**config.mk**
```make
export PLATFORM = sky130hd
export DESIGN_NAME = regfile_sb
export DESIGN_NICKNAME = d
export VERILOG_FILES = /design/src/rtl/regfile_sb.sv
export SDC_FILE = /design/constraint.sdc
export NUM_CORES = 1
export LEC_CHECK = 0
export CORE_MARGIN = 2
export CORE_UTILIZATION = 58
export DETAILED_ROUTE_END_ITERATION = 16
export PLACE_DENSITY = 0.81
export SYNTH_ARGS = -nofsm -noshare
export SYNTH_HDL_FRONTEND = slang
export SYNTH_SLANG_ARGS = --single-unit
```
**constraint.sdc**
```tcl
create_clock -name CLK -period 3.6 [get_ports CLK]
set_input_delay 0.72 -clock CLK [delete_from_list [all_inputs] [get_ports CLK]]
set_output_delay 0.72 -clock CLK [all_outputs]
set_load 0.02 [all_outputs]
```
**src/rtl/regfile_sb.sv**
```systemverilog
// regfile_sb: 2-read/1-write register file with a per-register busy scoreboard.
// Reads are combinational, with an optional same-cycle write bypass and an optional
// hardwired-zero R0. The scoreboard tracks reservations from issue to writeback,
// flags double reservations and reports a registered busy count.
module regfile_sb #(
    parameter int WIDTH   = 8,
    parameter int ADDR_W  = 3,
    parameter int ZERO_R0 = 0,
    parameter int BYPASS  = 1
) (
    input  logic              CLK,
    input  logic              RESET_N,
    input  logic [ADDR_W-1:0] SA,
    input  logic [ADDR_W-1:0] SB,
    output logic [WIDTH-1:0]  DataA,
    output logic [WIDTH-1:0]  DataB,
    output logic              BusyA,
    output logic              BusyB,
    input  logic              LD,
    input  logic [ADDR_W-1:0] DR,
    input  logic [WIDTH-1:0]  D_in,
    input  logic              RSV,
    input  logic [ADDR_W-1:0] RSV_DR,
    input  logic              CLR,
    output logic              RSV_ERR,
    output logic [ADDR_W:0]   NBUSY
);

    localparam int DEPTH = 1 << ADDR_W;

    logic [WIDTH-1:0] regs_q [DEPTH];
    logic [WIDTH-1:0] regs_d [DEPTH];
    logic [DEPTH-1:0] busy_q, busy_d;
    logic             rsv_err_q, rsv_err_d;
    logic [ADDR_W:0]  nbusy_q, nbusy_d;

    logic ld_ok, rsv_ok, fwd_a, fwd_b, zero_a, zero_b;

    // A write or reservation aimed at a hardwired-zero R0 is dropped
    assign ld_ok  = LD  && !((ZERO_R0 != 0) && (DR == '0));
    assign rsv_ok = RSV && !((ZERO_R0 != 0) && (RSV_DR == '0));

    // Same-cycle writeback to the register being read (bypass build only)
    assign fwd_a  = (BYPASS != 0) && LD && (DR == SA);
    assign fwd_b  = (BYPASS != 0) && LD && (DR == SB);
    assign zero_a = (ZERO_R0 != 0) && (SA == '0);
    assign zero_b = (ZERO_R0 != 0) && (SB == '0);

    // Combinational read ports: zero-R0 first, then forwarded write data, then storage
    always_comb begin
        DataA = regs_q[SA];
        DataB = regs_q[SB];
        if (zero_a)             DataA = '0;
        else if (fwd_a && !CLR) DataA = D_in;
        if (zero_b)             DataB = '0;
        else if (fwd_b && !CLR) DataB = D_in;
        BusyA = fwd_a ? 1'b0 : busy_q[SA];
        BusyB = fwd_b ? 1'b0 : busy_q[SB];
    end

    // Next state: CLR wins over everything, a new reservation wins over a same-index writeback
    always_comb begin
        regs_d    = regs_q;
        busy_d    = busy_q;
        rsv_err_d = 1'b0;
        nbusy_d   = '0;
        if (CLR) begin
            regs_d = '{default: '0};
            busy_d = '0;
        end else begin
            if (ld_ok) begin
                regs_d[DR] = D_in;
                busy_d[DR] = 1'b0;
            end
            if (rsv_ok) begin
                busy_d[RSV_DR] = 1'b1;
            end
            rsv_err_d = RSV && busy_q[RSV_DR] && !(LD && (DR == RSV_DR));
        end
        for (int i = 0; i < DEPTH; i++) begin
            nbusy_d = nbusy_d + {{ADDR_W{1'b0}}, busy_d[i]};
        end
    end

    // State registers with asynchronous active-low reset
    always_ff @(posedge CLK or negedge RESET_N) begin
        if (!RESET_N) begin
            regs_q    <= '{default: '0};
            busy_q    <= '0;
            rsv_err_q <= 1'b0;
            nbusy_q   <= '0;
        end else begin
            regs_q    <= regs_d;
            busy_q    <= busy_d;
            rsv_err_q <= rsv_err_d;
            nbusy_q   <= nbusy_d;
        end
    end

    assign RSV_ERR = rsv_err_q;
    assign NBUSY   = nbusy_q;

endmodule

```
After elaboration in Yosys (flattened, before gate mapping)
Cells that the tools add are included.
- bits in registers: 77
- input bits: 25
- output and inout port bits: 23
- logic and storage cells: 80
- add/sub/neg operators: 7
- $lt $le $gt $ge: 10
- eq/ne operators: 3
- mux-type cells: 30
- bitwise logic cells: 6
- reductions and logical operators: 13
- operators by type and width (kind ; number):
    $mux 64 ; 2
    $mux 8 ; 11
    $bwmux 64 ; 1
    $bmux 8 s3 ; 2
    $demux 8 s3 ; 1
    $add 4x1->4 ; 4
    $lt 3x4->1 const B ; 4
    $ge 4x4->1 const B ; 3
    $not 3->4 ; 3
    $logic_and 1x1->1 ; 10
    $bmux 1 s3 ; 3
    $eq 3x3->1 ; 3
    $and 8x8->8 ; 1
    $mux 1 ; 8
    $not 8->8 ; 1
    $or 8x8->8 ; 1
    $demux 1 s3 ; 2
    $ge 3x1->1 const B ; 2
    $add 3x1->4 ; 1
    $lt 4x1->1 const B ; 1
    $add 2x1->3 ; 1
    $add 1x1->2 ; 1
    $logic_not 1->1 ; 2
    $reduce_bool 2->1 ; 1

Depth between registers and ports, before layout
- word-level depth: 18
- depth in mapped cells: 14
- depth with buffers taken out: 12

Least setup slack after synthesis
Ideal clock, no wire load.
- kind: input port to flip-flop
- start point: in DR[2]
- end point: reg nbusy_q[2] (netlist: NBUSY[2])
- library setup time: 123 ps
- arrival: 4110 ps
- data required time: 3477 ps
- path slack: -633 ps
- stages on the path: 14
- path buffers: 2
- path through: clkbuf_1 or4b_1 clkbuf_1 a22oi_1 nor2_1 fa_1 inv_1 fa_1 inv_1 fa_1 ha_1 inv_1 fa_1 xnor2_1
- cells in the longest elaborated chain, start to end: 18
- elaborated cells on any way between the ends: 19
- classes of those cells: add/sub (7); order compare (2); mux (6); bitwise (3); reduce/logical (1)
- ends and longest elaborated chain (element ; RTL line ; source):
    start, declared ; 20 ; input logic [ADDR_W-1:0] DR,
    $lt 3x4->1 (not written as such) / $ge 3x1->1 (equally long branches) ; 73 ; busy_d[DR] = 1'b0;
    $logic_and 1x1->1 (not written as such) ; 73 ;
    $mux 1 (not written as such) ; 73 ;
    $demux 1 s3 * ; 73 ;
    $not 8->8 (no line) * ; n/a ;
    $and 8x8->8 (no line) * ; n/a ;
    $mux 8 * ; 71 ; if (ld_ok) begin
    $mux 8 * ; 67 ; if (CLR) begin
    $or 8x8->8 (no line) ; n/a ;
    $mux 8 * ; 75 ; if (rsv_ok) begin
    $mux 8 * ; 67 ;
    named net busy_d[0] ; 33 ; logic [DEPTH-1:0] busy_q, busy_d;
    $add 1x1->2 * ; 81 ; nbusy_d = nbusy_d + {{ADDR_W{1'b0}}, busy_d[i]};
    $add 2x1->3 * ; 81 ;
    $add 3x1->4 * ; 81 ;
    $add 4x1->4 * (4 in a row) ; 81 ;
    named net nbusy_d[2] ; 35 ; logic [ADDR_W:0] nbusy_q, nbusy_d;
    end signal, assigned ; 96 ; nbusy_q <= nbusy_d;
    end, declared ; 35 ;
The timed path passes the listed nets; every way through them passes the cells marked *. The select of a mux whose other input is x is not followed.
A chain may end at the register's enable or synchronous reset.

Worst setup path in the final report
- start point: in DR[1]
- end point: reg nbusy_q[1] (netlist: NBUSY[1])
Same word-level chain as after synthesis.

==> qor_table.md <==
| Step | Result | Reported |
|:---|:---|:---|
| placed design | Placed wire-length estimate after detailed placement | 8.96 mm |
| sta | Setup repair after global routing missed its margin | true |
| run | Max-capacitance violation count | 0 |
| worst hold path | Path type of the worst min-delay path | primary input to asynchronous set/reset pin |
| logic synthesis | Proportion of synthesized flip-flops having asynchronous set or reset | 100% |
| sta | Hold WS | 0.522 ns |
| logic synthesis | Yosys Warn Count | 0 |
| detailed routing | DRC violation count after routing | 0 |
| sta | Layout Skew | 0.00182 ns |
| pwr | Sw Pwr | 0.539 mW |
| logic synthesis | Area fraction of the dominant cell type after synthesis | 38.8% |
| grt | Total track usage | 32.1% |
| logic synthesis | Number of flops mapped to enable cells by yosys | 0 |
| outcome | Violations in the final reports | negative setup slack |
| floorplanning | Placeable core area | 8260 sq um |
| floorplanning | Overall die height | 96.6 um |
| final layout | Layout cells sized above 1 | 28.4% |
| grt | Vias in the first global route | 4188 |
| clocking | Clock buffer count from CTS | 9 |
| grt | Total congestion overflow | 0 |
| final layout | # nets final | 563 |
| worst setup path | Critical setup path kind | primary input to flip-flop |
| pwr | P per Cell Area | 323 nW/um^2 |
| logic synthesis | Yosys cell types | 33 |
| sta | Slew at the pin with the worst max-slew slack | 0.972 ns |
| logic synthesis | Number of instances in the synthesized netlist | 464 |
| detailed routing | Count of vias placed by the detailed router | 4161 |
| worst setup path | List of cells traversed by the critical path | buf_6 -> or4b_4 -> a22oi_2 -> nor2_2 -> fa_1 -> inv_2 -> fa_1 -> inv_2 -> fa_1 -> ha_4 -> inv_2 -> fa_2 -> inv_1 |
| worst setup path | Critical register-to-register path endpoint | NBUSY[1] |
| detailed routing | First-pass detailed-route iteration total | 5 |
| pwr | Part of the total power dissipated in sequential elements | 46.1% |
| worst setup path | Data required time of the critical path | 3.85 ns |
| logic synthesis | Number of nets in the synthesized netlist | 496 |
| grt | Maximum number of pins on one net before global-route repair | 78 |
| detailed routing | Remaining number of nets flagged by the antenna check after routing | 0 |
| final layout | Register area | 1930 sq um |
| logic synthesis | Post-synth top area cell | sky130_fd_sc_hd__dfrtp_1 |
| detailed routing | Per-cell via count in the routed design | 6.49 |
| floorplanning | Site Rows | 33 |
| worst setup path | Maximum fanout encountered on the critical timing path | 2 |
| worst setup path | Setup crit start kind | primary input |
| sta | Final Hold Fails | 0 |
| final layout | ANT cells | 0 |
| floorplanning | Count of pins on the block boundary | 48 |
| detailed routing | DRT iter0 DRCs | 363 |
| floorplanning | Starting density of the core | 60.2% |
| placed design | Final Wtd Congestion | 0.893 |
| worst setup path | Setup slack, reg-to-reg | 0.42 ns |
| sta | Setup violators final | 2 |
| pwr | Clock power frac | 35.8% |
| clocking | Count of H-tree levels built during CTS | 3 |
| grt | Antenna violations before repair | 0 |
| sta | Clock period minus worst slack | 3.74 ns |
| worst setup path | Origin of the critical flop-to-flop path | busy_q[0] |
| final layout | Area used by multi-input combinational logic | 2800 sq um |
| sta | Accumulated negative setup slack | -0.205 ns |
| pwr | Reported leakage power | 2.78 nW |
| worst setup path | Critical path endpoint category | flip-flop |
| sta | Number of slew-limit violations in the final report | 0 |
| clocking | CTS sink count | 77 |
| logic synthesis | Proportion of synthesized chip area in sequential cells | 38.8% |
| sta | Period utilisation layout | 104% |
| worst setup path | Stage delay of the slowest cell on the critical path | 0.56 ns |
| grt | Global-route wire length before repair | 21.7 mm |
| final layout | P&R area growth vs syn | 21.6% |
| pwr | Sw Share | 27.6% |
| floorplanning | Die footprint | 9330 sq um |
| logic synthesis | Leading cell type by number of instances after synthesis | sky130_fd_sc_hd__nand2_1 |
| logic synthesis | Mean post-synth cell area | 10.7 sq um |
| logic synthesis | Post-synthesis sequential element count | 77 |
| floorplanning | Die W | 96.6 um |
| detailed routing | Final Routed Wirelength | 13.8 mm |
| clocking | CTS Root Cell | sky130_fd_sc_hd__clkbuf_8 |
| clocking | Clock Tree Buf Depth | 2 |
| pwr | Int Power | 1.41 mW |
| detailed routing | Routed met3 length | 1.23 mm |
| placed design | Worst Setup Slack post-DPL | -0.823 ns |
| logic synthesis | Top cells by area, synth | sky130_fd_sc_hd__dfrtp_1 (39%), sky130_fd_sc_hd__mux4_1 (12%), sky130_fd_sc_hd__nand2_1 (9.9%) |
| worst setup path | Cells on worst reg2reg path | 11 |
| outcome | Run status | finished, violations left |
| detailed routing | Routed metal-1 wire length | 5.26 mm |
| sta | Rel. slew slack | 35.2% |
| pwr | Maximum vdd drop | 172 uV |
| logic synthesis | Cell types with the highest counts after synthesis | sky130_fd_sc_hd__nand2_1 (131), sky130_fd_sc_hd__dfrtp_1 (77), sky130_fd_sc_hd__a21oi_1 (68), sky130_fd_sc_hd__clkbuf_1 (30), sky130_fd_sc_hd__mux4_1 (22) |
| final layout | Filler Cell Count | 553 |
| worst setup path | Data arrival at the endpoint of the critical path | 4.00 ns |
| clocking | Reg clk slew, reported paths | 0.08 ns |
| detailed routing | WL/cell | 21.6 um |
| sta | Final setup margin | -0.144 ns |
| logic synthesis | Main synth FF type | sky130_fd_sc_hd__dfrtp_1 |
| clocking | Latest clock arrival within the worst-skew pair | 0.35 ns |
| detailed routing | Top routing layer in use | met4 |
| logic synthesis | Synthesized area | 4970 sq um |
| worst setup path | Library cell contributing the largest single delay on the critical path | sky130_fd_sc_hd__fa_1 |
| sta | FMAX | 0.267 GHz |
| clocking | Clock tree from TritonCTS | built |
| pwr | Fraction of power consumed by combinational cells | 18.1% |
| detailed routing | Total length of routed met2 wires | 6.78 mm |
| placed design | Buffers on Ports | 47 |
-- cell families (layout without fill, tap and decap cells) --
logic type,count (synthesis),after routing,synth area share [%]
XOR/XNOR,10,10,1.76
multiplexers,73,73,27.8
AO/OA/AOI/OAI,77,77,8.30
adder cells (fa/ha/maj),7,7,2.37
buffers and inverters,55,127,5.69
AND/OR/NAND/NOR,165,165,15.3
flip-flops,77,77,38.8
-- critical path: cells and delay by family --
| kind | cells | cell delay (ns) |
|---|---|---|
| adders and majority gates | 5 | 2.24 |
| buffers and inverters | 5 | 0.23 |
| and+or+nand+nor | 2 | 0.62 |
| AOI/OAI and AO/OA | 1 | 0.18 |
-- stage by stage --
| stage | instance area [sq um] | util (%) | std cells | power (mW) |
|---|---|---|---|---|
| after floorplan | 5030 | - | 464 | 1.12 |
| after global placement | 5730 | 69.4 | 614 | 1.24 |
| after detailed placement | 5730 | 69.4 | 614 | 1.25 |
| after CTS | 6020 | 72.9 | 640 | 1.95 |
| after global routing | 6050 | 73.2 | 641 | 2.02 |
| final | 6050 | 73.2 | 641 | 1.95 |
-- power by group through the flow --
stage	logic (mW)	registers, mW	clock network [mW]
floorplan	0.199	0.918	0
global placement	0.328	0.915	0
detailed placement	0.335	0.917	0
CTS	0.348	0.900	0.706
global route	0.377	0.903	0.740
finish	0.353	0.901	0.699
-- sequential cells by signal, indices dropped and copies added, names as in the netlist --
register  flops
busy_q        8
NBUSY         4
RSV_ERR       1
regs_q       64
-- per-layer routing --
layer	GRT usage, %	vias up
met5	0	-
met4	14.7	0
met3	7.53	54
met2	51.7	270
met1	41.5	2047
li1	-	1790
-- placed cells by master, fill, tap and decap left out, types with 5 or more instances in the layout --
cell type,netlist,routed
sky130_fd_sc_hd__mux2_4,14,14
sky130_fd_sc_hd__buf_4,0,52
sky130_fd_sc_hd__buf_2,11,5
sky130_fd_sc_hd__mux4_1,22,19
sky130_fd_sc_hd__xnor2_1,10,9
sky130_fd_sc_hd__mux4_2,16,19
sky130_fd_sc_hd__dlymetal6s2s_1,0,5
sky130_fd_sc_hd__clkdlybuf4s50_1,0,21
sky130_fd_sc_hd__buf_12,2,5
sky130_fd_sc_hd__clkbuf_8,0,11
sky130_fd_sc_hd__dlygate4sd2_1,0,7
sky130_fd_sc_hd__nand2_1,131,131
sky130_fd_sc_hd__dfrtp_1,77,77
sky130_fd_sc_hd__mux2_2,18,18
sky130_fd_sc_hd__a21oi_1,68,68
-- repair_timing --
action                                 CTS  global route
setup endpoints to repair               21            16
gates cloned                             1             0
endpoints found under the hold margin    0             0
pin swaps                                8             8
hold buffers                             0             0
resized for setup                       56            14
setup buffers                            9             1
-- area by class of cell --
cell class / count / share of cell area, %
multi-input cells: 332 / 46.3
well taps: 105 / 2.17
clock inverters: 4 / 0.910
clock buffers: 12 / 2.57
flip-flops and latches: 77 / 31.9
repair buffers: 104 / 15.8
inverters: 7 / 0.434
-- worst max path at each step --
stage / start / to / slack [ns] / cells past startpoint
3_3_place_gp: DR[1] / NBUSY[1] / -0.76 / 13
3_5_place_dp: DR[1] / NBUSY[1] / -0.82 / 13
5_1_grt: DR[1] / NBUSY[1] / -0.20 / 13
2_1_floorplan: DR[2] / NBUSY[1] / -0.49 / 14
6_report: DR[1] / NBUSY[1] / -0.14 / 13
4_1_cts: DR[2] / NBUSY[1] / -0.22 / 13
(Power assumes the default switching activity.)
